<file path="src/rtl/axi_reg_master_pkg.sv">
// Shared AXI3 encodings and FSM state type for the register-command AXI master.
package axi_reg_master_pkg;

    localparam logic [1:0] AXI_BURST_INCR = 2'b01;
    localparam logic [1:0] AXI_SIZE_4B    = 2'b10;
    localparam logic [3:0] AXI_LEN_SINGLE = 4'd0;

    typedef enum logic [1:0] {
        RESP_OKAY   = 2'b00,
        RESP_EXOKAY = 2'b01,
        RESP_SLVERR = 2'b10,
        RESP_DECERR = 2'b11
    } axi_resp_e;

    typedef enum logic [2:0] {
        ST_IDLE,
        ST_WR,
        ST_WR_B,
        ST_RD_AR,
        ST_RD_R,
        ST_RSP
    } state_e;

endpackage

</file>
<file path="src/rtl/axi_reg_master.sv">
// Single-outstanding AXI3 master: converts one register command into a one-beat
// AXI write or read and returns the slave's response on a valid/ready channel.
module axi_reg_master
    import axi_reg_master_pkg::*;
#(
    parameter int unsigned          ID_WIDTH = 12,
    parameter logic [ID_WIDTH-1:0]  ID_INIT  = '0
) (
    input  logic                ACLK,
    input  logic                ARESETN,
    input  logic                cmd_valid,
    output logic                cmd_ready,
    input  logic                cmd_we,
    input  logic [31:0]         cmd_addr,
    input  logic [31:0]         cmd_wdata,
    input  logic [3:0]          cmd_wstb,
    output logic                rsp_valid,
    input  logic                rsp_ready,
    output logic [31:0]         rsp_rdata,
    output logic [1:0]          rsp_resp,
    output logic                rsp_proto_err,
    output logic                busy,
    output logic [31:0]         AWADDR,
    output logic                AWVALID,
    input  logic                AWREADY,
    output logic [ID_WIDTH-1:0] AWID,
    output logic [3:0]          AWLEN,
    output logic [1:0]          AWSIZE,
    output logic [1:0]          AWBURST,
    output logic [31:0]         WDATA,
    output logic                WVALID,
    input  logic                WREADY,
    output logic [ID_WIDTH-1:0] WID,
    output logic                WLAST,
    output logic [3:0]          WSTRB,
    input  logic                BVALID,
    output logic                BREADY,
    input  logic [ID_WIDTH-1:0] BID,
    input  logic [1:0]          BRESP,
    output logic [31:0]         ARADDR,
    output logic                ARVALID,
    input  logic                ARREADY,
    output logic [ID_WIDTH-1:0] ARID,
    output logic [3:0]          ARLEN,
    output logic [1:0]          ARSIZE,
    output logic [1:0]          ARBURST,
    input  logic [31:0]         RDATA,
    input  logic                RVALID,
    output logic                RREADY,
    input  logic [ID_WIDTH-1:0] RID,
    input  logic                RLAST,
    input  logic [1:0]          RRESP
);

    state_e              r_state, w_next;
    logic                r_live;
    logic [31:0]         r_addr;
    logic [31:0]         r_wdata;
    logic [3:0]          r_wstb;
    logic [ID_WIDTH-1:0] r_id;
    logic                r_aw_done;
    logic                r_w_done;
    logic [31:0]         r_rdata;
    axi_resp_e           r_resp;
    logic                r_perr;

    logic w_accept;
    logic w_aw_fin;
    logic w_w_fin;
    logic w_b_hs;
    logic w_r_hs;
    logic w_rsp_hs;

    // r_live holds cmd_ready low until the first clock edge after reset release.
    assign cmd_ready = r_live && (r_state == ST_IDLE);
    assign w_accept  = cmd_valid && cmd_ready;
    assign w_aw_fin  = r_aw_done || AWREADY;
    assign w_w_fin   = r_w_done || WREADY;
    assign w_b_hs    = (r_state == ST_WR_B) && BVALID;
    assign w_r_hs    = (r_state == ST_RD_R) && RVALID;
    assign w_rsp_hs  = (r_state == ST_RSP) && rsp_ready;

    assign AWADDR  = r_addr;
    assign AWVALID = (r_state == ST_WR) && !r_aw_done;
    assign AWID    = r_id;
    assign AWLEN   = AXI_LEN_SINGLE;
    assign AWSIZE  = AXI_SIZE_4B;
    assign AWBURST = AXI_BURST_INCR;
    assign WDATA   = r_wdata;
    assign WVALID  = (r_state == ST_WR) && !r_w_done;
    assign WID     = r_id;
    assign WLAST   = WVALID;
    assign WSTRB   = r_wstb;
    assign BREADY  = (r_state == ST_WR_B);
    assign ARADDR  = r_addr;
    assign ARVALID = (r_state == ST_RD_AR);
    assign ARID    = r_id;
    assign ARLEN   = AXI_LEN_SINGLE;
    assign ARSIZE  = AXI_SIZE_4B;
    assign ARBURST = AXI_BURST_INCR;
    assign RREADY  = (r_state == ST_RD_R);

    assign rsp_valid     = (r_state == ST_RSP);
    assign rsp_rdata     = r_rdata;
    assign rsp_resp      = r_resp;
    assign rsp_proto_err = r_perr;
    assign busy          = (r_state != ST_IDLE);

    always_ff @(posedge ACLK or negedge ARESETN) begin
        if (!ARESETN) begin
            r_state <= ST_IDLE;
            r_live  <= 1'b0;
        end else begin
            r_state <= w_next;
            r_live  <= 1'b1;
        end
    end

    always_comb begin
        w_next = r_state;
        case (r_state)
            ST_IDLE:  if (w_accept) w_next = cmd_we ? ST_WR : ST_RD_AR;
            ST_WR:    if (w_aw_fin && w_w_fin) w_next = ST_WR_B;
            ST_WR_B:  if (BVALID) w_next = ST_RSP;
            ST_RD_AR: if (ARREADY) w_next = ST_RD_R;
            ST_RD_R:  if (RVALID) w_next = ST_RSP;
            ST_RSP:   if (rsp_ready) w_next = ST_IDLE;
            default:  w_next = ST_IDLE;
        endcase
    end

    always_ff @(posedge ACLK or negedge ARESETN) begin
        if (!ARESETN) begin
            r_addr    <= '0;
            r_wdata   <= '0;
            r_wstb    <= '0;
            r_id      <= ID_INIT;
            r_aw_done <= 1'b0;
            r_w_done  <= 1'b0;
            r_rdata   <= '0;
            r_resp    <= RESP_OKAY;
            r_perr    <= 1'b0;
        end else begin
            if (w_accept) begin
                r_addr    <= cmd_addr & 32'hFFFF_FFFC;
                r_wdata   <= cmd_wdata;
                r_wstb    <= cmd_wstb;
                r_aw_done <= 1'b0;
                r_w_done  <= 1'b0;
            end
            // AW and W retire independently; each valid drops after its own handshake.
            if (r_state == ST_WR) begin
                if (AWREADY) r_aw_done <= 1'b1;
                if (WREADY)  r_w_done  <= 1'b1;
            end
            if (w_b_hs) begin
                r_rdata <= '0;
                r_resp  <= axi_resp_e'(BRESP);
                r_perr  <= (BID != r_id);
            end
            if (w_r_hs) begin
                r_rdata <= RDATA;
                r_resp  <= axi_resp_e'(RRESP);
                r_perr  <= (RID != r_id) || !RLAST;
            end
            if (w_rsp_hs) r_id <= r_id + 1'b1;
        end
    end

endmodule
</file>
<file path="config.mk">
export PLATFORM = sky130hd
export DESIGN_NAME = axi_reg_master
export DESIGN_NICKNAME = d
export VERILOG_FILES = /design/src/rtl/axi_reg_master_pkg.sv /design/src/rtl/axi_reg_master.sv
export SDC_FILE = /design/constraint.sdc
export NUM_CORES = 1
export LEC_CHECK = 0
export ABC_CLOCK_PERIOD_IN_PS = 1970
export BUFFER_PORTS_ARGS = -buffer_cell sky130_fd_sc_hd__buf_2
export CAP_MARGIN = 20
export CORE_AREA = 4 4 129 131
export DETAILED_ROUTE_END_ITERATION = 8
export DIE_AREA = 0 0 133 135
export HOLD_SLACK_MARGIN = 0.02
export MAX_ROUTING_LAYER = met4
export PLACE_DENSITY = 0.71
export SYNTH_ARGS = -nofsm -noshare
export SYNTH_HDL_FRONTEND = slang
export SYNTH_SLANG_ARGS = --single-unit
</file>
<file path="constraint.sdc">
create_clock -name ACLK -period 1.97 [get_ports ACLK]
set_input_delay 0.0985 -clock ACLK [delete_from_list [all_inputs] [get_ports ACLK]]
set_output_delay 0.0985 -clock ACLK [all_outputs]
set_load 0.005 [all_outputs]
</file>
==> flow_summary.ini <==
[outcome]
outcome = finished clean

[worst_hold_path]
worstHoldPathCells = 4
hold_path_startpoint = rsp_ready
holdCritPathClass = in2reg
worstHoldEndpoint = r_state[2]

[route]
ant_nets = 0
num_vias = 4601
vias_per_cell = 4.46
wire_per_inst_um = 16.0
initialDrtViolationCount = 143
drc_errors = 0
drtPass1Iterations = 4
routed_wirelength_um = 16500

[layout]
fin_util_pct = 54.0
stdcell_area_um2 = 8430
drive_above_1_share_pct = 52.4
fin_nets = 942
area_growth_pct = 53.8

[power]
peakVddDrop_v = 0.000612
power.internal_mw = 7.40
pwr_density_cell_nw_per_um2 = 1310
sequentialPowerShare_pct = 38.1
p_sw_share_pct = 33.1
p_leak_nw = 4.33
p_comb_share_pct = 36.8
pwr-share-clk_pct = 25.1
total_power_mw = 11.1
p_switching_mw = 3.65

[synthesis]
synth_common_cells = 119 x dfrtp_1, 78 x buf_4, 61 x mux2_2
yosys.area.top_type = dfrtp_1
ys_types = 36
synth_seq_cells = 119
yosys_warnings = 0
synth_area_leaders = dfrtp_1 54%, mux2_2 13%, buf_4 11%, a22o_1 5.1%, xnor2_1 4.0%
synth_cells = 425
ys_seq_area_share_pct = 54.3
synthMostInstantiatedCell = dfrtp_1
synth_edf_count = 0
syn_avg_cell_area_um2 = 12.9
syn_area_um2 = 5480
netlist.area_leader.share_pct = 54.3
synthArstFlopShare_pct = 100
synth_top_flop_cell = dfrtp_1

[critical_path]
crit_type = reg2reg
cp.required_ns = 2.31
r2r_setup_slack_ns = 0.16
worst_r2r_path_depth = 4
worst-path-max-fanout = 17
r2r_start = r_state[1]
worstPathArrival_ns = 2.15
cp-start-kind = flip-flop
worst_setup_path_end_kind = flip-flop
rr_endpoint = rsp_rdata[11]

[timing]
finalCritPeriodShare_pct = 91.9
worst_pin_slew_ns = 0.838
final-max-slew-violation-count = 0
maxSlewHeadroom_pct = 44.1
fin_setup_tns_ns = 0
setup_viol_count_final = 0
worst_hold_slack_ns = 0.0589
finalHoldViolations = 0
fmax_mhz = 552
rsz0062_at_grt = no
finalClockSkew_ns = 0.00589
period_needed_ns = 1.81

[clock_network]
clockBufferDepth = 2
post_cts_buffers = 0
h-tree-depth = 4
clk_pin_slew_ns = 0.06
cts_inserted_buffers = 17
cts_tree = built
cts-root-buf = clkbuf_16
clk_latency_ns = 0.40
clkSinkCount = 119

[grt]
grt_pass1_wl_um = 24800
grt_max_degree = 50
grt_use_met2_pct = 30.1
busiest_layer = met2
grt_pass1_vias = 4658
grt_overflow = 0
grtUsageMet1_pct = 20.8
grt_util_met3_pct = 4.69
antenna_found_initial = 1
grt_usage_pct = 18.0

[floorplan]
coreArea_um2 = 15600
die-height_um = 135
num_rows = 46
io_pins = 335
die_w_um = 133
initial_core_util_pct = 35.1
die-area_um2 = 18000

[placement]
port_buffers = 312
placed_area_um2 = 6810
gp_congestion = 0.802
dp_hpwl_um = 10800

[flow_run]
drv_cap = 0
==> metal layers <==
metal  up-vias  part of all wire (%)
met3        36                   6.9
met5         -                     0
met2       218                    51
met4         0                   2.2
met1      2215                    40
li1       2132                     -
==> what timing repair did <==
item                       CTS  global route
hold endpoints to repair   138             0
gates resized for setup      0             1
setup endpoints to repair    0             9
hold buffers               107             0
==> cells by family (layout without fill, tap and decap cells) <==
logic type | count (synthesis) | count (layout) | share of synthesized area [%]
other cells | 2 | 22 | 0.137
compound gates | 53 | 53 | 7.47
flops | 119 | 119 | 54.3
mux | 68 | 68 | 14.0
xor+xnor | 35 | 35 | 5.59
buf+inv | 96 | 466 | 13.2
simple gates | 51 | 52 | 5.09
fa+ha+maj | 1 | 1 | 0.228
==> worst max path at each step <==
| stage | end | cells past startpoint | slack (ns) | start |
|---|---|---|---|---|
| 2_1_floorplan | WDATA[20] | 7 | 0.25 | r_state[1] |
| 3_3_place_gp | rsp_rdata[15] | 4 | 0.22 | r_state[1] |
| 3_5_place_dp | rsp_rdata[30] | 4 | 0.13 | r_state[1] |
| 4_1_cts | rsp_rdata[30] | 4 | 0.12 | r_state[1] |
| 5_1_grt | rsp_rdata[27] | 4 | 0.02 | r_state[1] |
| 6_report | rsp_rdata[11] | 4 | 0.16 | r_state[1] |
==> metrics by stage <==
| stage | setup WS (ns) | cells |
|---|---|---|
| 4_1_cts | 0.116 | 1030 |
| 3_5_place_dp | 0.133 | 891 |
| 6_report | 0.160 | 1032 |
| 5_1_grt | 0.0206 | 1032 |
| 3_3_place_gp | 0.220 | 891 |
| 2_1_floorplan | 0.251 | 444 |
==> cell usage in the layout (no fill, tap or decap), drive strengths merged, types with 2 or more instances in the layout <==
| cell type | instances |
|---|---|
| buf | 325 |
| dfrtp | 119 |
| dlygate4sd3 | 107 |
| mux2 | 68 |
| a22o | 32 |
| xnor2 | 25 |
| conb | 21 |
| clkbuf | 17 |
| nand2 | 13 |
| nor2 | 13 |
| xor2 | 10 |
| o21ai | 7 |
| clkinv | 7 |
| nand3 | 6 |
| and3 | 5 |
| a21oi | 5 |
| nand4 | 5 |
| clkinvlp | 5 |
| inv | 5 |
| nand2b | 2 |
| a22oi | 2 |
| o22ai | 2 |
| o21a | 2 |
| nor4 | 2 |
| nor3b | 2 |
| and2 | 2 |
==> critical path: stages, from the launching register on <==
cell and delay, ns:
dfrtp_1 0.47, nand2b_1 0.27, nor3b_4 0.11, nor2_2 0.65, a22o_1 0.24
==> power groups by stage <==
stage	logic [mW]	registers, mW	clock network (mW)
floorplan	2.32	4.24	0
detailed placement	3.90	4.20	0
CTS	4.06	4.18	2.86
global placement	3.82	4.17	0
finish	4.07	4.21	2.78
global route	4.44	4.35	2.94
==> flip-flops by register name, summed over array words and instances (netlist names) <==
register,flops
WSTRB,4
r_w_done,1
ARADDR,30
rsp_proto_err,1
rsp_resp,2
r_live,1
rsp_rdata,32
WDATA,32
ARID,12
r_aw_done,1
r_state,3
==> area by class of cell <==
cell class | count | area, um2
Inverter | 2 | 7.51
Clock buffer | 17 | 425
Antenna cell | 1 | 2.50
Timing Repair Buffer | 432 | 2770
Multi-Input combinational cell | 230 | 1870
Sequential cell | 119 | 2980
Clock inverter | 15 | 106
Tap cell | 216 | 270
Fill cell | 1325 | 7170
No activity file was read; power rests on OpenSTA's default activity.
